`config.mk`:
```
export PLATFORM = sky130hd
export DESIGN_NAME = pll_lock_reset_ctrl
export DESIGN_NICKNAME = d
export VERILOG_FILES = /design/src/rtl/pll_rst_pkg.sv /design/src/rtl/pll_lock_reset_ctrl_sync_2ff.sv /design/src/rtl/pll_lock_reset_ctrl.sv
export SDC_FILE = /design/constraint.sdc
export NUM_CORES = 1
export LEC_CHECK = 0
export ABC_AREA = 0
export CAP_MARGIN = 20
export CORE_MARGIN = 2
export CORE_UTILIZATION = 25
export CTS_CLUSTER_SIZE = 16
export DETAILED_ROUTE_END_ITERATION = 10
export GPL_ROUTABILITY_DRIVEN = 0
export PLACE_DENSITY = 0.41
export SYNTH_ARGS = -nofsm -noshare
export SYNTH_HDL_FRONTEND = slang
export SYNTH_SLANG_ARGS = --single-unit
```
`constraint.sdc`:
```
create_clock -name CLK -period 2.22 [get_ports CLK]
set_input_delay 0.444 -clock CLK [delete_from_list [all_inputs] [get_ports CLK]]
set_output_delay 0.444 -clock CLK [all_outputs]
set_load 0.01 [all_outputs]
```
`src/rtl/pll_rst_pkg.sv`:
```
// Shared definitions for the PLL lock / reset controller.
//   state_e      : FSM state encoding (3-bit codes visible on STATE)
//   CNT_W        : width of the status counters (RETRY_CNT, LOSS_CNT)
//   timer_width  : timer width sized for the largest cycle parameter
//   sat_inc      : saturating increment for the status counters
package pll_rst_pkg;

    typedef enum logic [2:0] {
        ST_PWRDN     = 3'd0,
        ST_WAIT_LOCK = 3'd1,
        ST_STABLE    = 3'd2,
        ST_RUN       = 3'd3,
        ST_FAULT     = 3'd4
    } state_e;

    localparam int CNT_W = 8;

    // The timer counts 0..N-1 for each cycle parameter, so clog2 of the
    // largest one is enough; never narrower than one bit.
    function automatic int timer_width(input int a, input int b, input int c);
        int m;
        m = a;
        if (b > m) m = b;
        if (c > m) m = c;
        return (m < 2) ? 1 : $clog2(m);
    endfunction

    function automatic logic [CNT_W-1:0] sat_inc(input logic [CNT_W-1:0] v);
        return (v == {CNT_W{1'b1}}) ? v : v + CNT_W'(1);
    endfunction

endpackage

```
`src/rtl/pll_lock_reset_ctrl_sync_2ff.sv`:
```
// Generic single-bit two-flop synchronizer, async active-low reset.
//   clk   : destination clock
//   rst_n : asynchronous active-low reset (both flops clear to 0)
//   d     : asynchronous input
//   q     : synchronized output, two clk edges behind d
module sync_2ff (
    input  logic clk,
    input  logic rst_n,
    input  logic d,
    output logic q
);

    logic meta;

    always_ff @(posedge clk or negedge rst_n) begin
        if (!rst_n) begin
            meta <= 1'b0;
            q    <= 1'b0;
        end else begin
            meta <= d;
            q    <= meta;
        end
    end

endmodule

```
`src/rtl/pll_lock_reset_ctrl.sv`:
```
// PLL lock supervisor and system reset sequencer.
// Powers the PLL up, waits for a synchronized lock that stays high for
// STABLE_CYCLES, then releases SYS_RESET_N. Lock timeouts power-cycle the
// PLL and are counted; lock loss while running is counted and re-qualified.
//
// Ports:
//   CLK, RSTN        : reference clock, async active-low reset
//   PLL_LOCK         : raw PLL lock (asynchronous to CLK)
//   SW_RESTART       : one-cycle request to power-cycle the PLL
//   PLL_POWERDOWN_N  : PLL power control (0 = powered down)
//   SYS_RESET_N      : downstream reset request (1 = released)
//   LOCKED_OK        : high while in RUN
//   STATE            : current state code
//   RETRY_CNT        : consecutive lock timeouts, saturating
//   LOSS_CNT         : lock-loss events since reset, saturating
//   FAULT            : retry limit reached
//
// Optional feature macro: PLL_RETRY_LIMIT_EN. When defined, the timeout
// that brings RETRY_CNT to MAX_RETRIES parks the FSM in FAULT (PLL down)
// until RSTN. When undefined, retries continue forever and FAULT is 0.
module pll_lock_reset_ctrl
    import pll_rst_pkg::*;
#(
    parameter int PD_CYCLES     = 64,
    parameter int LOCK_TIMEOUT  = 65536,
    parameter int STABLE_CYCLES = 1024,
    parameter int MAX_RETRIES   = 8
) (
    input  logic             CLK,
    input  logic             RSTN,
    input  logic             PLL_LOCK,
    input  logic             SW_RESTART,
    output logic             PLL_POWERDOWN_N,
    output logic             SYS_RESET_N,
    output logic             LOCKED_OK,
    output logic [2:0]       STATE,
    output logic [CNT_W-1:0] RETRY_CNT,
    output logic [CNT_W-1:0] LOSS_CNT,
    output logic             FAULT
);

    localparam int TW = timer_width(PD_CYCLES, LOCK_TIMEOUT, STABLE_CYCLES);
    localparam logic [TW-1:0] PD_LAST     = TW'(PD_CYCLES - 1);
    localparam logic [TW-1:0] TIMEOUT_LAST = TW'(LOCK_TIMEOUT - 1);
    localparam logic [TW-1:0] STABLE_LAST = TW'(STABLE_CYCLES - 1);
`ifdef PLL_RETRY_LIMIT_EN
    localparam logic [CNT_W-1:0] RETRY_LIMIT = CNT_W'(MAX_RETRIES);
`endif

    if (PD_CYCLES < 2 || LOCK_TIMEOUT < 2 || STABLE_CYCLES < 1 ||
        MAX_RETRIES < 1 || MAX_RETRIES > 255) begin : g_bad_param
        $error("pll_lock_reset_ctrl: illegal parameter value");
    end

    state_e           state, state_nx;
    logic [TW-1:0]    timer, timer_nx;
    logic [CNT_W-1:0] retry, retry_nx;
    logic [CNT_W-1:0] loss, loss_nx;
    logic             lock_s;
    logic             restart;

    sync_2ff u_lock_sync (
        .clk   (CLK),
        .rst_n (RSTN),
        .d     (PLL_LOCK),
        .q     (lock_s)
    );

    always_ff @(posedge CLK or negedge RSTN) begin
        if (!RSTN) begin
            state <= ST_PWRDN;
            timer <= '0;
            retry <= '0;
            loss  <= '0;
        end else begin
            state <= state_nx;
            timer <= timer_nx;
            retry <= retry_nx;
            loss  <= loss_nx;
        end
    end

    always_comb begin
        state_nx = state;
        retry_nx = retry;
        loss_nx  = loss;
        restart  = 1'b0;

        case (state)
            ST_PWRDN: begin
                if (timer == PD_LAST) state_nx = ST_WAIT_LOCK;
            end
            ST_WAIT_LOCK: begin
                if (lock_s) begin
                    state_nx = ST_STABLE;
                end else if (timer == TIMEOUT_LAST) begin
                    retry_nx = sat_inc(retry);
`ifdef PLL_RETRY_LIMIT_EN
                    state_nx = (retry_nx == RETRY_LIMIT) ? ST_FAULT : ST_PWRDN;
`else
                    state_nx = ST_PWRDN;
`endif
                end
            end
            ST_STABLE: begin
                // Dropout during qualification is a fresh wait, not a loss.
                if (!lock_s) state_nx = ST_WAIT_LOCK;
                else if (timer == STABLE_LAST) state_nx = ST_RUN;
            end
            ST_RUN: begin
                if (!lock_s) begin
                    loss_nx  = sat_inc(loss);
                    state_nx = ST_WAIT_LOCK;
                end
            end
            default: ; // FAULT: held until RSTN
        endcase

        // Software restart overrides every lock/timer event and leaves the
        // counters untouched; FAULT is the only state that ignores it.
        if (SW_RESTART && state != ST_FAULT) begin
            restart  = 1'b1;
            state_nx = ST_PWRDN;
            retry_nx = retry;
            loss_nx  = loss;
        end

        if (state_nx == ST_RUN && state != ST_RUN) retry_nx = '0;

        // Timer free-runs inside a state (wrap in RUN/FAULT is harmless).
        timer_nx = (restart || state_nx != state) ? '0 : timer + TW'(1);
    end

    // Outputs are decoded straight from the state register. SYS_RESET_N only
    // rises on the single-bit 2->3 code change, so its decode cannot glitch.
    assign PLL_POWERDOWN_N = (state == ST_WAIT_LOCK) || (state == ST_STABLE) ||
                             (state == ST_RUN);
    assign SYS_RESET_N     = (state == ST_RUN);
    assign LOCKED_OK       = (state == ST_RUN);
    assign STATE           = state;
    assign RETRY_CNT       = retry;
    assign LOSS_CNT        = loss;
`ifdef PLL_RETRY_LIMIT_EN
    assign FAULT           = (state == ST_FAULT);
`else
    assign FAULT           = 1'b0;
`endif

endmodule

```
==> impl_metrics.py, run 1 <==
metrics = {
    "clock_tree": {
        "cts.clk_slew.worst_paths_ns": 0.08,
        "cts_made_buffers": 5,
        "clockBufferDepth": 2,
        "numClockSinks": 37,
        "worst_skew_pair.late_latency_ns": 0.29,
        "hold_buffers": 0,
        "cts_tree": "yes",
        "clockRootBuffer": "sky130_fd_sc_hd__clkbuf_8",
        "h-tree-depth": 2,
    },
    "worst_setup_path": {
        "rr_worst_depth": 6,
        "worst-setup-path-type": "reg -> out",
        "critical_path_peak_fanout": 8,
        "crit_chain": "inv_2 > and3_1 > clkdlybuf4s50_1",
        "critPathMaxStageDelay_ns": 0.54,
        "cpMaxStageDelayCell": "sky130_fd_sc_hd__clkdlybuf4s50_1",
        "setup.worst_path.start_class": "register",
        "crit_required_ns": 1.78,
        "critical_path_depth": 3,
        "cp_num_buf_inv": 2,
        "arrival_ns": 1.65,
        "worstSetupEndpointType": "output port",
        "critPathTopFamily": "buffers and inverters",
    },
    "yosys": {
        "ys_async_sr_fraction_pct": 100,
        "synth_fp_nets": 202,
        "synth_flop_cell": "sky130_fd_sc_hd__dfrtp_1",
        "sequential_element_share_of_the_synthesized_area_pct": 48.2,
        "netlist_top_cells_count": "sky130_fd_sc_hd__dfrtp_1 (37), sky130_fd_sc_hd__nor2_1 (35), sky130_fd_sc_hd__xnor2_1 (15), sky130_fd_sc_hd__nand2_1 (13), sky130_fd_sc_hd__xor2_1 (13)",
        "syn_avg_cell_area_um2": 9.86,
        "number_of_enable_type_register_cells_in_the_synthesized_netlist": 0,
        "synthDominantCellAreaShare_pct": 48.2,
        "yosysMostFrequentCell": "sky130_fd_sc_hd__dfrtp_1",
        "post_synth_instance_area_um2": 1920,
        "yosys_warnings": 0,
        "post_synth_main_area_contributors": "sky130_fd_sc_hd__dfrtp_1 (48%), sky130_fd_sc_hd__nor2_1 (6.8%), sky130_fd_sc_hd__xnor2_1 (6.8%)",
        "ys_seq_elements": 37,
        "synth_cell_type_count": 40,
        "post-synth-top-area-cell": "sky130_fd_sc_hd__dfrtp_1",
        "number_of_instances_in_the_synthesized_netlist": 195,
    },
    "place": {
        "placed_area_um2": 2370,
        "hpwlAfterDp_mm": 3.20,
        "numPortBuffers": 25,
    },
    "grt": {
        "gr-total-overflow": 0,
        "first_global_vias": 1476,
        "grt_first_pass_wirelength_mm": 7.69,
        "largest_net_degree_at_the_start_of_global_routing": 20,
        "grt.total_usage_pct": 11.5,
        "antenna_violations_before_repair": 0,
    },
    "floorplan": {
        "num_io_pins": 27,
        "core_region_area_um2": 7330,
        "die_h_um": 91.7,
        "rows": 31,
        "floorplan.die_area_um2": 8400,
        "floorplan.initialDensity_pct": 26.2,
        "die_w_um": 91.7,
    },
    "routing": {
        "drt-pass1-iter-count": 4,
        "route.detailed.wl_per_inst_um": 13.2,
        "drc": 0,
        "post_drt_via_cell_ratio": 4.45,
        "final_routed_wirelength_across_all_metal_layers_mm": 4.40,
        "drt_iter0_drc": 47,
        "ant_nets": 0,
        "dr_total_vias": 1486,
    },
    "power": {
        "power_leakage_nw": 1.07,
        "peakVddDrop_mv": 0.256,
        "power.density_nw_per_um2": 553,
    },
    "final_layout": {
        "drive_above_1_share_pct": 12.8,
        "area_growth_syn_to_layout_pct": 28.5,
        "finalNetCount": 241,
        "num_antenna_cells": 0,
        "final_area_um2": 2470,
    },
    "timing": {
        "report.final.slew_viol_count": 0,
        "unrepaired_setup_endpoints_after_global_routing": "no",
        "final.setup_skew_ns": 0.00475,
        "timing.final.crit_share_pct": 94.4,
        "totalNegativeSetupSlack_ns": 0,
        "final_hold_viol_count": 0,
        "min_cycle_time_layout_ns": 2.10,
        "max_freq_mhz": 477,
        "finalSetupViolCount": 0,
    },
    "job": {
        "max_cap_violations": 0,
    },
    "min_path": {
        "hold_path.class": "in -> async",
    },
    "status": {
        "status": "finished clean",
    },
}
## final timing paths
| path | start | to | slack (ns) |
|---|---|---|---|
| setup / recovery | STATE[2] | SYS_RESET_N | 0.12 |
| hold / removal | RSTN | timer[7] | 0.11 |
| setup reg to reg | STATE[2] | RETRY_CNT[2] | 0.29 |
| hold reg to reg | u_lock_sync.meta | u_lock_sync.q | 0.36 |
| max in group asynchronous | RSTN | STATE[0] | 1.64 |
| min in group CLK | u_lock_sync.meta | u_lock_sync.q | 0.36 |
## report_power, final
| group | total [mW] | leakage (nW) | switching, mW | internal (mW) |
|---|---|---|---|---|
| combinational | 0.121 | 0.513 | 0.0674 | 0.0533 |
| clock | 0.522 | 0.0542 | 0.241 | 0.281 |
| sequential | 0.722 | 0.502 | 0.0280 | 0.694 |
| total | 1.36 | 1.07 | 0.336 | 1.03 |
## final cells by class
class / instances / area, µm²
timing repair buffer: 37 / 348
clock inverter: 1 / 5.00
inverter: 5 / 18.8
clock buffer: 7 / 96.3
multi-input combinational: 148 / 950
sequential: 37 / 927
tap: 99 / 124
fill: 763 / 4860
## sequential cells by signal, summed over array words and instances, names as in the netlist
register,cells
RETRY_CNT,8
u_lock_sync.meta,1
LOSS_CNT,8
timer,16
STATE,3
u_lock_sync.q,1
## layout by cell type (no fill, tap or decap), types with 3 or more instances in the layout
cell and n:
sky130_fd_sc_hd__nor3_1 7, sky130_fd_sc_hd__and3_1 6, sky130_fd_sc_hd__xor2_1 13, sky130_fd_sc_hd__xnor2_1 15, sky130_fd_sc_hd__o21ai_0 3, sky130_fd_sc_hd__and4_1 4
sky130_fd_sc_hd__inv_1 4, sky130_fd_sc_hd__and2_1 3, sky130_fd_sc_hd__nand2_1 13, sky130_fd_sc_hd__clkbuf_8 7, sky130_fd_sc_hd__nand3_1 9, sky130_fd_sc_hd__nor2_1 35
sky130_fd_sc_hd__nand4_1 9, sky130_fd_sc_hd__dfrtp_1 36, sky130_fd_sc_hd__ha_1 3, sky130_fd_sc_hd__buf_4 11, sky130_fd_sc_hd__clkdlybuf4s50_1 24
## stage by stage
stage	hold WS (ns)	setup slack [ns]	power (mW)	util, %	std cells
after floorplan	0.148	0.367	0.795	-	195
final	0.106	0.124	1.36	33.7	334
after detailed placement	0.348	0.0455	0.858	32.3	326
after CTS	0.119	0.0538	1.39	33.7	334
after global placement	0.349	-0.00239	0.860	32.3	326
after global routing	0.132	0.0251	1.44	33.7	334
## worst reg2reg max path, delay by kind of cell (launching register included)
kind                   cells  cell delay (ns)
DFF                        1             0.50
buffers and inverters      1             0.21
and+or+nand+nor            5             1.12
## per-layer routing
layer / GRT usage [%] / up-vias / share of wire (%)
li1: - / 744 / -
met1: 17.2 / 709 / 53
met2: 16.3 / 29 / 42
met3: 2.55 / 4 / 3.1
met4: 3.41 / 0 / 1.0
met5: 0 / - / 0
## cells by family (layout without fill, tap and decap cells)
kind of cell / Yosys count / in the layout / share of synthesized area (%)
muxes: 3 / 3 / 1.63
AOI/OAI and AO/OA: 9 / 9 / 2.93
buffers and inverters: 10 / 50 / 2.41
other: 1 / 1 / 0.195
xor gates and xnor gates: 28 / 28 / 12.8
and+or+nand+nor: 104 / 104 / 29.9
DFF: 37 / 37 / 48.2
adders and majority gates: 3 / 3 / 1.95
## timing repair
| action | in CTS | in global routing |
|---|---|---|
| resized for setup | 0 | 2 |
| buffers inserted | 0 | 0 |
| endpoints found under the setup margin | 0 | 3 |
(Power assumes the default switching activity.)
==> run 2: changes to the inputs <==
--- a/config.mk
+++ b/config.mk
@@ -8,11 +8,13 @@
 export ABC_AREA = 0
 export CAP_MARGIN = 20
 export CORE_MARGIN = 2
-export CORE_UTILIZATION = 25
+export CORE_UTILIZATION = 45
 export CTS_CLUSTER_SIZE = 16
 export DETAILED_ROUTE_END_ITERATION = 10
 export GPL_ROUTABILITY_DRIVEN = 0
-export PLACE_DENSITY = 0.41
+export MAX_ROUTING_LAYER = met4
+export PLACE_DENSITY = 0.66
+export SKIP_LAST_GASP = 1
 export SYNTH_ARGS = -nofsm -noshare
 export SYNTH_HDL_FRONTEND = slang
 export SYNTH_SLANG_ARGS = --single-unit
==> run 2 against run 1 <==
Against the previous run:
- combinational power grew 3%
- clock skew shrank 0.0023 ns
- hold slack gained 0.24 ns
- die area shrank 43%
- critical path type unchanged
- largest cell class unchanged
==> impl_metrics.py, run 2 (synthesized netlist as in run 1, its figures left out) <==
metrics = {
    "status": {
        "status": "finished clean",
    },
    "clock_tree": {
        "numClockSinks": 37,
        "clockBufferDepth": 2,
        "cts.clk_slew.worst_paths_ns": 0.07,
        "setup_repair_bufs_after_cts": 0,
        "cts_tree": "yes",
        "worst_skew_pair.late_latency_ns": 0.28,
        "cts_made_buffers": 5,
        "clockRootBuffer": "sky130_fd_sc_hd__clkbuf_8",
        "h-tree-depth": 2,
    },
    "worst_setup_path": {
        "critPathTopFamily": "buffers and inverters",
        "cp_num_buf_inv": 3,
        "critPathMaxStageDelay_ns": 0.54,
        "crit_chain": "buf_4 > inv_2 > and3_1 > clkdlybuf4s50_1",
        "worst-setup-path-type": "reg -> out",
        "critical_path_peak_fanout": 6,
        "arrival_ns": 1.70,
        "setup.worst_path.start_class": "register",
        "crit_required_ns": 1.78,
        "cpMaxStageDelayCell": "sky130_fd_sc_hd__clkdlybuf4s50_1",
        "worstSetupEndpointType": "output port",
    },
    "power": {
        "power_leakage_nw": 1.04,
        "power.density_nw_per_um2": 555,
        "peakVddDrop_mv": 0.381,
    },
    "routing": {
        "post_drt_via_cell_ratio": 5.38,
        "ant_nets": 0,
        "final_routed_wirelength_across_all_metal_layers_mm": 3.94,
        "highest_routing_layer_actually_used": "met4",
        "drt-pass1-iter-count": 4,
        "drc": 0,
        "wl_met1_mm": 1.82,
        "drt_iter0_drc": 92,
        "dr_total_vias": 1505,
        "wl_met3_um": 151,
        "route.detailed.wl_per_inst_um": 14.1,
        "met2WireLength_mm": 1.91,
    },
    "grt": {
        "gr-total-overflow": 0,
        "largest_net_degree_at_the_start_of_global_routing": 38,
        "grt.total_usage_pct": 18.7,
        "antenna_violations_before_repair": 0,
        "grt_first_pass_wirelength_mm": 7.04,
        "first_global_vias": 1603,
    },
    "floorplan": {
        "floorplan.die_area_um2": 4810,
        "die_h_um": 69.4,
        "core_region_area_um2": 4060,
        "rows": 23,
        "floorplan.initialDensity_pct": 47.4,
        "num_io_pins": 27,
        "die_w_um": 69.4,
    },
    "final_layout": {
        "area_growth_syn_to_layout_pct": 22.5,
        "regMostFlops": "timer",
        "most_used_cells_in_the_layout_excluding_fill_and_tap_cells": "sky130_fd_sc_hd__dfrtp_1 (37), sky130_fd_sc_hd__nor2_1 (35), sky130_fd_sc_hd__clkdlybuf4s50_1 (25), sky130_fd_sc_hd__xnor2_1 (15)",
        "drive_above_1_share_pct": 9.57,
        "finalNetCount": 237,
        "num_antenna_cells": 0,
        "largest_register_ffs": 16,
        "final_common_cell": "sky130_fd_sc_hd__dfrtp_1",
        "final_cell_utilization_of_the_core_pct": 58.0,
    },
    "timing": {
        "final_hold_viol_count": 0,
        "slew-limit-headroom_pct": 66.7,
        "final.setup_skew_ns": 0.00241,
        "max_freq_mhz": 465,
        "finalSetupViolCount": 0,
        "report.final.slew_viol_count": 0,
        "timing.final.crit_share_pct": 96.8,
        "unrepaired_setup_endpoints_after_global_routing": "no",
        "totalNegativeSetupSlack_ns": 0,
        "max_slew.worst_pin.slew_ns": 0.496,
        "min_cycle_time_layout_ns": 2.15,
    },
    "place": {
        "hpwlAfterDp_mm": 2.91,
        "numPortBuffers": 25,
    },
    "job": {
        "max_cap_violations": 0,
    },
    "min_path": {
        "hold_path.class": "reg -> reg",
    },
}
## run 2: worst paths after layout
kind	start	to	slack, ns	cells after the start
max reg2reg	timer[0]	RETRY_CNT[0]	0.23	6
max	STATE[2]	SYS_RESET_N	0.07	4
max in group asynchronous	RSTN	RETRY_CNT[5]	1.32	2
min	u_lock_sync.meta	u_lock_sync.q	0.35	0
min in group asynchronous	RSTN	timer[9]	0.58	2
min reg2reg	u_lock_sync.meta	u_lock_sync.q	0.35	0
## run 2: metrics by stage
stage          setup WS [ns]  power (mW)  instance area (µm²)  instances  hold WS [ns]
2_1_floorplan          0.367       0.795                 1920        195         0.148
3_3_place_gp          0.0179       0.849                 2270        273         0.336
3_5_place_dp        -0.00168       0.855                 2270        273         0.336
4_1_cts              0.00234        1.32                 2350        280         0.352
5_1_grt               0.0197        1.37                 2350        280         0.368
6_report              0.0715        1.31                 2350        280         0.349
## run 2: layout make-up
type	instances	area, µm²
timing repair buffer	33	310
sequential	37	926
multi-input combinational	148	950
inverter	5	18.8
fill	361	1700
clock buffer	7	86.3
tap	50	62.6
## run 2: timing repair
| item | in CTS | in global routing |
|---|---|---|
| setup endpoints to repair | 0 | 10 |
| hold buffers | 0 | 0 |
| gates resized for setup | 0 | 1 |
| endpoints found under the hold margin | 0 | 0 |
## run 2: power by group
| group | internal (mW) | switching, mW |
|---|---|---|
| Sequential | 0.694 | 0.0217 |
| Combinational | 0.0529 | 0.0720 |
| Clock | 0.246 | 0.219 |
## run 2: routing by layer
layer / vias to the layer above / global-route usage, %
li1: 739 / -
met1: 733 / 23.4
met2: 27 / 29.4
met3: 6 / 3.63
met4: 0 / 8.28
met5: - / -
==> run 3: changes to the inputs <==
--- a/config.mk
+++ b/config.mk
@@ -12,6 +12,7 @@
 export CTS_CLUSTER_SIZE = 16
 export DETAILED_ROUTE_END_ITERATION = 10
 export GPL_ROUTABILITY_DRIVEN = 0
+export HOLD_SLACK_MARGIN = 0.05
 export MAX_ROUTING_LAYER = met4
 export PLACE_DENSITY = 0.66
 export SKIP_LAST_GASP = 1
==> results of run 3 <==
The final DEF is identical to that of run 2; final timing and power are the same.
